$ cat src/rtl/sort_seq_ctrl.sv
// sort_seq_ctrl: loads an N-element frame, sorts it in place descending (stable insertion sort),
// then streams it out with valid/ready handshaking.
module sort_seq_ctrl #(
   parameter int N = 8,
   parameter int W = 8
) (
   input  logic         clk,
   input  logic         rst,
   input  logic [W-1:0] in_data,
   input  logic         in_valid,
   output logic         in_ready,
   output logic [W-1:0] out_data,
   output logic         out_valid,
   input  logic         out_ready,
   output logic         out_last,
   output logic         busy,
   output logic         done,
   output logic [7:0]   sort_cycles
);
   localparam int IW = $clog2(N);
   localparam int JW = IW + 1;
   localparam logic [IW-1:0] last_idx = IW'(N - 1);
   typedef enum logic [1:0] {LOAD, PICK, CMP, DRAIN} state_t;
   state_t state, state_nx;
   logic [W-1:0] mem [N];
   logic [W-1:0] cur;
   logic [IW-1:0] wr_ptr, rd_ptr, i, j_idx, j_up;
   logic signed [JW-1:0] j;
   logic [7:0] cnt, cnt_inc;
   logic in_fire, out_fire, j_neg, shift;
   // j runs down to -1; its low bits + 1 then wrap to slot 0 for the final insert
   assign j_neg = j[JW-1];
   assign j_idx = j[IW-1:0];
   assign j_up = j_idx + IW'(1);
   assign shift = (state == CMP) && !j_neg && (cur > mem[j_idx]);
   assign cnt_inc = (cnt == 8'hff) ? cnt : cnt + 8'd1;
   always_ff @(posedge clk or posedge rst)
      if (rst) state <= LOAD;
      else state <= state_nx;
   always_comb begin
      state_nx = state;
      case (state)
         LOAD:    state_nx = (in_fire && wr_ptr == last_idx) ? PICK : LOAD;
         PICK:    state_nx = CMP;
         CMP:     state_nx = shift ? CMP : (i == last_idx ? DRAIN : PICK);
         DRAIN:   state_nx = (out_fire && out_last) ? LOAD : DRAIN;
         default: state_nx = LOAD;
      endcase
   end
   always_comb begin
      in_ready = state == LOAD;
      out_valid = state == DRAIN;
      busy = state != LOAD;
      out_last = out_valid && rd_ptr == last_idx;
      out_data = mem[rd_ptr];
      in_fire = in_valid && in_ready;
      out_fire = out_valid && out_ready;
   end
   always_ff @(posedge clk or posedge rst)
      if (rst) begin
         wr_ptr <= '0;
         rd_ptr <= '0;
         i <= '0;
         j <= '0;
         cnt <= '0;
         sort_cycles <= '0;
         done <= 1'b0;
      end else begin
         done <= state == CMP && state_nx == DRAIN;
         if (in_fire) wr_ptr <= (wr_ptr == last_idx) ? '0 : wr_ptr + IW'(1);
         if (state == LOAD) begin
            i <= IW'(1);
            cnt <= '0;
         end
         if (state == PICK || state == CMP) cnt <= cnt_inc;
         if (state == PICK) j <= {1'b0, i} - JW'(1);
         if (state == CMP && shift) j <= j - JW'(1);
         if (state == CMP && !shift && i != last_idx) i <= i + IW'(1);
         if (state == CMP && state_nx == DRAIN) sort_cycles <= cnt_inc;
         if (out_fire) rd_ptr <= out_last ? '0 : rd_ptr + IW'(1);
      end
   // storage is deliberately unreset; a new frame always overwrites every slot
   always_ff @(posedge clk) begin
      if (in_fire) mem[wr_ptr] <= in_data;
      if (state == PICK) cur <= mem[i];
      if (state == CMP) mem[j_up] <= shift ? mem[j_idx] : cur;
   end
endmodule

$ cat config.mk
export PLATFORM = sky130hd
export DESIGN_NAME = sort_seq_ctrl
export DESIGN_NICKNAME = d
export VERILOG_FILES = /design/src/rtl/sort_seq_ctrl.sv
export SDC_FILE = /design/constraint.sdc
export NUM_CORES = 1
export LEC_CHECK = 0
export BUFFER_PORTS_ARGS = -buffer_cell sky130_fd_sc_hd__buf_2
export CORE_AREA = 2 2 124 126
export DETAILED_ROUTE_END_ITERATION = 12
export DIE_AREA = 0 0 126 128
export HOLD_SLACK_MARGIN = 0.1
export PLACE_DENSITY_LB_ADDON = 0.15
export SYNTH_ARGS = -nofsm -noshare
export SYNTH_HDL_FRONTEND = slang
export SYNTH_SLANG_ARGS = --single-unit
$ cat constraint.sdc
create_clock -name clk -period 3.15 [get_ports clk]
set_input_delay 0.63 -clock clk [delete_from_list [all_inputs] [get_ports clk]]
set_output_delay 0.63 -clock clk [all_outputs]
set_load 0.005 [all_outputs]
# ---- After elaboration in Yosys (flattened, before gate mapping)
# Memory sizes are Yosys's and may differ from the RTL's. A register that Yosys moved wholly into a read port is not among the register bits.
# Index checks and enable logic that the tools add are counted.
dict set report word_totals {
  ramBits 64
  out_inout_bits 21
  mem_count 1
  wordCells 68
  mem_bits_ro 0
  latch_bits 0
  ff_bits 32
}
dict set report op_classes {
  add_sub_neg 7
  multipliers 0
  bitwise_logic 0
  eq_ne 9
  shifts 0
  reduce_logical 20
  muxes 22
  order_cmp 1
  div_mod_pow 0
}
# memory depth word_bits read_ports rd_clocked_by_memory_dff wr line_no
set mem_list {}
lappend mem_list {mem 8 8 3 1 1 25} ;# logic [W-1:0] mem [N];
# cell n
set op_table {}
lappend op_table {{$mux W8} 5}
lappend op_table {{$mux W3} 5}
lappend op_table {{$add A3 B1 Y3 const B} 4}
lappend op_table {{$logic_and A1 B1 Y1} 11}
lappend op_table {{$eq A3 B3 Y1 const B} 3}
lappend op_table {{$add A8 B1 Y8 const B} 1}
lappend op_table {{$eq A8 B8 Y1 const B} 1}
lappend op_table {{$gt A8 B8 Y1} 1}
lappend op_table {{$mux W4} 2}
lappend op_table {{$pmux W2 S4} 1}
lappend op_table {{$reduce_bool A2 Y1} 4}
lappend op_table {{$reduce_or A8 Y1} 1}
lappend op_table {{$eq A2 B2 Y1 const B} 3}
lappend op_table {{$mux W1} 6}
lappend op_table {{$mux W2} 3}
lappend op_table {{$sub A3 B1 Y4 const B} 1}
lappend op_table {{$sub A4 B2 Y4 const B} 1}
lappend op_table {{$ne A3 B3 Y1 const B} 1}
lappend op_table {{$eq A2 B1 Y1 const B} 1}
lappend op_table {{$logic_not A1 Y1} 2}
lappend op_table {{$logic_not A2 Y1} 1}
lappend op_table {{$logic_or A1 B1 Y1} 1}

# ---- Longest topological paths before layout
# Gate-level depths: netlist of run 1.
dict set report depth {
  depth_word 7
  mapped_depth 12
  ltp_nobuf 9
}

# ---- Least setup slack after synthesis of run 1
# Ideal clock, no wire load.
dict set report synth_timing {
  path_type {reg-to-reg}
  from {reg j[0]}
  to {mem mem[0][1] (data pin)}
  required_ps 2824
  synth_period_minus_slack_ps 3331
  t_arrival_ps 3005
  slack_ps -181
  path_stages_with_launch 12
  n_path_buf 3
  path_cell_list {dfrtp_1 clkbuf_1 mux4_2 mux2i_1 ha_1 and4_4 a211o_1 a31o_1 buf_6 clkbuf_1 nand3_1 o221ai_1}
}
dict set report synth_between {
  elab_chain_len 5
}
# element line_no
set synth_rtl {}
lappend synth_rtl {{start: declaration} 28} ;# logic signed [JW-1:0] j;
lappend synth_rtl {{start signal: assignment} 76} ;# if (state == PICK) j <= {1'b0, i} - JW'(1);
lappend synth_rtl {{start signal: assignment} 77} ;# if (state == CMP && shift) j <= j - JW'(1);
lappend synth_rtl {{$mem_v2 Z8 W8 *} -}
lappend synth_rtl {{$gt A8 B8 Y1} 35} ;# assign shift = (state == CMP) && !j_neg && (cur > mem[j_idx]);
lappend synth_rtl {{$logic_and A1 B1 Y1} 35}
lappend synth_rtl {{$mux W8 *} 86} ;# if (state == CMP) mem[j_up] <= shift ? mem[j_idx] : cur;
lappend synth_rtl {{$mux W8 (no source line) *} -}
lappend synth_rtl {{end: declaration} 25}
# Mark *: on every way between the ends. The rest lies on a longest branch, timed or not.

# ---- Final worst setup path of run 1
dict set report layout_timing {
  from {reg j[0]}
  to {reg j[2]}
}
dict set report layout_between {
  elab_chain_len 5
  word_cells_on_any_way 7
}
# element line_no
set layout_rtl {}
lappend layout_rtl {{$mem_v2 Z8 W8} -}
lappend layout_rtl {{$gt A8 B8 Y1} 35}
lappend layout_rtl {{$logic_and A1 B1 Y1} 35}
lappend layout_rtl {{$logic_and A1 B1 Y1} 77}
lappend layout_rtl {{$mux W4 / $reduce_bool A2 Y1 (equally long branches)} -}
# Several ways; a longest one is shown, not always the timed one.
# A chain may end at the register's enable or synchronous reset.

==> results.toml, run 1 <==
[run_status]
outcome = "finished with violations"
violations = "setup timing"

[placement]
placed_cell_area_um2 = 6520
portBuffers = 32
gp_congestion = 0.745
dp_hpwl_um = 9680

[route]
drtPass1Iterations = 4
drtAntennaViolNets = 0
wl_um = 14400
drt_iter0_drc = 173
avgViaCountPerCell = 5.61
drc = 0
via_count = 3806
wire_per_inst_um = 21.3

[worst_setup_path]
cpMostUsedCell = "buf_6"
crit_type = "reg -> reg"
critPathBufInv = 3
end_kind = "register"
start_kind = "register"
critPathArrivalTime_ns = 3.42
crit_path_max_incr_delay_ns = 0.47
crit_family = "multiplexers"
path_cells = "buf_6 -> buf_12 -> mux4_2 -> mux2_4 -> ha_4 -> and4_4 -> a211o_1 -> a31o_4 -> buf_6 -> mux2_2 -> o22ai_2 -> a31oi_1"
required_ns = 3.34
cp_slowest_cell = "mux4_2"
path_max_fanout = 6

[hold_path]
min_path_type = "in -> async"

[cells_and_area]
syn2layout_area_growth_pct = 24.4
final_nets = 520
drive_above_1_share = 0.457
final_cell_mix = "edfxtp_1, buf_4, mux4_2"
fin_util = 0.483
stdcell_area_um2 = 7170
antenna_cells = 0
layout_commonest_cell = "edfxtp_1"

[global_route]
grt_max_degree = 33
grt_pass1_vias = 3866
antenna_found_initial = 0
grt_usage = 0.185
globalRoute.totalOverflow = 0
grt_pass1_wl_um = 22100

[floorplanning]
dieWidth_um = 126
initial_utilization = 0.388
die_area_um2 = 16100
ios = 33
rows = 45
dieHeight_um = 128
core_area_um2 = 14900

[timing]
skew_ns = 0.0112
worst_slew_pin_slew_ns = 0.755
min_period_over_period = 1.02
fin_crit_ns = 3.23
grt_setup_unrepaired = "true"
setup_viol = 66
fmax_mhz = 310
max_slew_margin = 0.496
setup_ws_ns = -0.0784
slew_violations = 0
hold_viol_final = 0

[synth]
synth_cells = 396
syn_avg_cell_area_um2 = 14.6
netlist.area_leader.share = 0.375
ys.flop_type = "edfxtp_1"
async_reset_ff_frac = 0.308
synth_seq_area_share = 0.514
yosysTopAreaCell = "edfxtp_1"
ys_warn_count = 0
synth_area_um2 = 5770
synth_top_cells_by_area = "edfxtp_1, mux4_2, dfrtp_1, mux2_2, ha_1"
synth_seq_cells = 104
ys_types = 47
synth-edff-count = 72
syn_nets = 431

[power]
switching_share = 0.359
power_frac_comb = 0.524
pwr-share-seq = 0.310
irDropWorstVdd_mv = 0.489
static-leakage-power_nw = 2.82
clockPowerShare = 0.166
power_density_nw_per_um2 = 976
switchingPower_w = 0.00252
power_w = 0.00700
p_int_w = 0.00449

[clocking]
cts_tree = "done"
cts_buffers = 9
h-tree-depth = 3
cts_sinks = 104
clkTransAtPathRegs_ns = 0.08
cts-root-buf = "clkbuf_16"
clkLatencyLatePin_ns = 0.36
clockBufferDepth = 2

[flow_run]
maxCapViolCount = 0
==> worst reg2reg max path: stages, from the launching register on <==
cell and delay, ns:
dfrtp_1 0.42, buf_6 0.18, buf_12 0.11, mux4_2 0.47
mux2_4 0.32, ha_4 0.22, and4_4 0.17, a211o_1 0.30
a31o_4 0.27, buf_6 0.13, mux2_2 0.28, o22ai_2 0.14
a31oi_1 0.06
==> per-stage QoR <==
step,TNS [ns],setup slack [ns],cells,hold WS [ns]
2_1_floorplan,0,0.0180,396,0.489
3_3_place_gp,-13.71,-0.237,650,0.485
3_5_place_dp,-21.19,-0.348,650,0.498
4_1_cts,-0.241,-0.0340,670,0.373
5_1_grt,-11.82,-0.206,678,0.403
6_report,-1.96,-0.0784,678,0.364
==> repair_timing <==
item	CTS	global route
setup endpoints to repair	77	77
buffers inserted	3	8
hold buffers	0	0
gates resized for setup	28	21
pin swaps	4	7
cloned	1	0
==> power by group through the flow <==
stage / combinational (W) / clock [W] / sequential, W
2_1_floorplan: 0.00213 / 0 / 0.00212
3_3_place_gp: 0.00321 / 0 / 0.00218
3_5_place_dp: 0.00325 / 0 / 0.00219
4_1_cts: 0.00351 / 0.00118 / 0.00217
5_1_grt: 0.00397 / 0.00124 / 0.00221
6_report: 0.00367 / 0.00116 / 0.00217
==> synth_stat cells, drive strengths merged, types with 2 or more instances <==
cell and n:
a211o 2, a21o 4, a21oi 7, a22o 5, a31oi 3, and2 2, and3 2, and4 4
buf 11, clkbuf 13, dfrtp 32, edfxtp 72, ha 23, inv 24, mux2 28, mux2i 11
mux4 48, nand2 23, nand2b 3, nand3 10, nand3b 2, nand4 3, nor2 17, nor2b 2
nor3 6, o2111ai 3, o211ai 3, o21ai 12, o221ai 7, o22ai 2, xnor2 3
==> kinds of logic after synthesis <==
family / count (synthesis) / share of synthesized area
xor+xnor: 4 / 0.00607
fa+ha+maj: 23 / 0.0499
flops: 104 / 0.514
mux: 87 / 0.261
compound gates: 55 / 0.0703
buf+inv: 48 / 0.0343
simple gates: 75 / 0.0646
==> routing by layer <==
| layer | global-route usage | vias up | wire, um |
|---|---|---|---|
| li1 | - | 1753 | - |
| met1 | 0.226 | 1951 | 5920 |
| met2 | 0.328 | 91 | 7620 |
| met3 | 0.0434 | 11 | 728 |
| met4 | 0.0524 | 0 | 170 |
| met5 | 0 | - | 0 |
==> flip-flops by register name, indices dropped and copies added, names as in the netlist <==
register     cells
sort_cycles      8
done             1
rd_ptr           3
i                3
cnt              8
mem             64
wr_ptr           3
j                4
cur              8
state            2
==> cell type report <==
cell class	instances	area, um^2
Clock buffer	10	229
Clock inverter	6	80.1
Fill cell	1304	7690
Inverter	24	90.1
Multi-Input combinational cell	245	2820
Sequential cell	104	2960
Tap cell	188	235
Timing Repair Buffer	101	754
==> path summary, 6_finish.rpt <==
path / from / to / slack (ns) / cells after the start
min in group clk: sort_cycles[0]$_DFFE_PP0P_ / sort_cycles[0]$_DFFE_PP0P_ / 0.51 / 1
setup reg to reg: j[0]$_DFFE_PP0P_ / j[2]$_DFFE_PP0P_ / -0.08 / 12
setup / recovery: j[0]$_DFFE_PP0P_ / j[2]$_DFFE_PP0P_ / -0.08 / 12
hold reg to reg: sort_cycles[0]$_DFFE_PP0P_ / sort_cycles[0]$_DFFE_PP0P_ / 0.51 / 1
hold / removal: rst / i[1]$_DFFE_PP0P_ / 0.36 / 3
max in group asynchronous: rst / j[3]$_DFFE_PP0P_ / 2.47 / 3
(Power assumes the default switching activity.)
==> inputs of run 2 (changes only) <==
--- a/config.mk
+++ b/config.mk
@@ -5,12 +5,14 @@
 export SDC_FILE = /design/constraint.sdc
 export NUM_CORES = 1
 export LEC_CHECK = 0
+export ABC_AREA = 1
 export BUFFER_PORTS_ARGS = -buffer_cell sky130_fd_sc_hd__buf_2
-export CORE_AREA = 2 2 124 126
+export CORE_AREA = 2 2 125 127
 export DETAILED_ROUTE_END_ITERATION = 12
-export DIE_AREA = 0 0 126 128
+export DIE_AREA = 0 0 127 129
 export HOLD_SLACK_MARGIN = 0.1
 export PLACE_DENSITY_LB_ADDON = 0.15
+export SLEW_MARGIN = 25
 export SYNTH_ARGS = -nofsm -noshare
 export SYNTH_HDL_FRONTEND = slang
 export SYNTH_SLANG_ARGS = --single-unit
==> run 2 against run 1 <==
  * The run now ends clean
  * Total power down 2.1%
  * First-iteration DRC count grew to 2.8 times the previous value
  * Count of clock-buffer cells in the layout stayed put
  * Synthesized area rose by 2.2%
  * Combinational power decreased by 5%
  * Routed wire length increased by 21%
==> results.toml, run 2 <==
[route]
drt_iter0_drc = 480
wire_per_inst_um = 18.9
drc = 0
avgViaCountPerCell = 5.53
via_count = 5112
drtAntennaViolNets = 0
drtPass1Iterations = 6
wl_um = 17500

[timing]
fin_crit_ns = 2.92
min_period_over_period = 0.928
max_slew_margin = 0.352
slew_violations = 0
setup_viol = 0
hold_viol_final = 0
fmax_mhz = 342
worst_slew_pin_slew_ns = 0.970
skew_ns = 0.00998

[global_route]
grt_usage = 0.220
grt_pass1_wl_um = 26700
grt_max_degree = 41
antenna_found_initial = 0
grt_pass1_vias = 4681
globalRoute.totalOverflow = 0

[worst_setup_path]
start_kind = "register"
crit_path_max_incr_delay_ns = 0.44
critPathBufInv = 3
rr_worst_depth = 13
end_kind = "register"
reg2reg_to = "mem[7][0]$_DFFE_PP_"
critPathLaunch = "j[0]$_DFFE_PP0P_"
critPathArrivalTime_ns = 2.97
cp_slowest_cell = "dfrtp_2"
required_ns = 3.20
r2r_start = "j[0]$_DFFE_PP0P_"
path_cells = "inv_1 -> buf_4 -> nor2_1 -> o211ai_1 -> o21ai_1 -> ha_1 -> nand2_1 -> nor2_1 -> a21oi_1 -> nand2_4 -> buf_4 -> o21ai_0 -> nand2_1"
reg2reg_slack_ns = 0.23
path_max_fanout = 10
crit_family = "compound AO/OA/AOI/OAI gates"
crit_cells = 13
crit_type = "reg -> reg"

[synth]
yosys-top-cells-count = "o21ai_0, nand2_1, edfxtp_1, a21oi_1, inv_1"
yosysTopAreaCell = "edfxtp_1"
synth_most_common_cell = "o21ai_0"
async_reset_ff_frac = 0.308
synth_cells = 690
synth_seq_cells = 104
ys_warn_count = 0
ys.flop_type = "edfxtp_1"
syn_avg_cell_area_um2 = 8.54
netlist.area_leader.share = 0.367
synth_area_um2 = 5890
ys_types = 28
synth_seq_area_share = 0.503
synth-edff-count = 72
syn_nets = 725
synth_top_cells_by_area = "edfxtp_1, dfrtp_1, o21ai_0, nand2_1, a21oi_1"

[floorplanning]
dieWidth_um = 127
ios = 33
die_area_um2 = 16400
dieHeight_um = 129
initial_utilization = 0.393
rows = 45
core_area_um2 = 15000

[cells_and_area]
n_fill_cell = 1447
largest_reg_flops = 64
final_cell_mix = "o21ai_0, nand2_1, edfxtp_1"
final_nets = 767
syn2layout_area_growth_pct = 15.0
antenna_cells = 0
stdcell_area_um2 = 6780
layout_commonest_cell = "o21ai_0"
regMostFlops = "mem"
fin_util = 0.452
drive_above_1_share = 0.134

[clocking]
cts_sinks = 104
clockBufferDepth = 2
h-tree-depth = 3
cts_buffers = 9
clkTransAtPathRegs_ns = 0.08
cts_tree = "done"
cts-root-buf = "clkbuf_16"
clkLatencyLatePin_ns = 0.36

[placement]
portBuffers = 32
dp_hpwl_um = 11900
gp_congestion = 0.873
placed_cell_area_um2 = 6410

[power]
power_w = 0.00686
power_density_nw_per_um2 = 1010
irDropWorstVdd_mv = 0.510
static-leakage-power_nw = 2.83

[run_status]
outcome = "finished, final reports clean"

[flow_run]
maxCapViolCount = 0

[hold_path]
min_path_type = "in -> async"
## run 2: cell types whose count changed in the layout (fill, tap and decap cells not counted), sizes merged, moves of 13 or more
cell    change
a31oi      +13
o211ai     +17
mux2       -28
a21oi      +64
mux4       -48
o21ai     +131
nand2      +87
nor2       +28
inv        +47
nand3      +14
buf        -31
## run 2: metrics by stage
step                      setup WS (ns)  hold slack [ns]  setup TNS [ns]  instances
after floorplan                   0.550            0.465               0        690
after global placement            0.240            0.451               0        904
after detailed placement          0.159            0.459               0        904
after CTS                         0.140            0.284               0        920
after global routing           -0.00256            0.315         -0.0181        925
final                             0.227            0.272               0        925
## run 2: where the power goes
group / switching [W] / leakage (nW) / internal [W]
Clock: 0.000522 / 0.150 / 0.000593
Combinational: 0.00231 / 1.60 / 0.00120
Sequential: 0.000242 / 1.07 / 0.00199
Total: 0.00307 / 2.83 / 0.00379
## run 2: how the worst max path moves through the flow
| stage | endpoint | slack, ns |
|---|---|---|
| finish | mem[7][0]$_DFFE_PP_ | 0.23 |
| global route | mem[4][7]$_DFFE_PP_ | -0.003 |
| CTS | mem[3][4]$_DFFE_PP_ | 0.14 |
| detailed placement | mem[5][4]$_DFFE_PP_ | 0.16 |
| global placement | mem[0][5]$_DFFE_PP_ | 0.24 |
| floorplan | mem[0][3]$_DFFE_PP_ | 0.55 |
## run 2: cell families after synthesis
logic type,Yosys count,synth area share
flip-flops,104,0.503
adder cells (fa/ha/maj),23,0.0488
AND/OR/NAND/NOR,191,0.135
AO/OA/AOI/OAI,255,0.232
buffers and inverters,111,0.0722
XOR/XNOR,6,0.00892
## run 2: cell type report
type | count | area (um^2) | share of cell area
Sequential cell | 104 | 2960 | 0.437
Multi-Input combinational cell | 475 | 2520 | 0.372
Timing Repair Buffer | 70 | 483 | 0.0713
Inverter | 72 | 274 | 0.0404
Clock buffer | 10 | 250 | 0.0369
Tap cell | 188 | 235 | 0.0347
Clock inverter | 6 | 48.8 | 0.00720
## run 2: what timing repair did
action                                  4_1_cts  5_1_grt
endpoints found under the setup margin        0       65
resized for setup                             0       11
setup buffers                                 0        5
hold buffers                                  0        0
## run 2: metal layers
layer | vias up | global-route usage | wire [um]
met3 | 35 | 0.0486 | 1260
met1 | 2388 | 0.295 | 7560
li1 | 2491 | - | -
met5 | - | 0 | 0
met2 | 198 | 0.353 | 8190
met4 | 0 | 0.0821 | 465
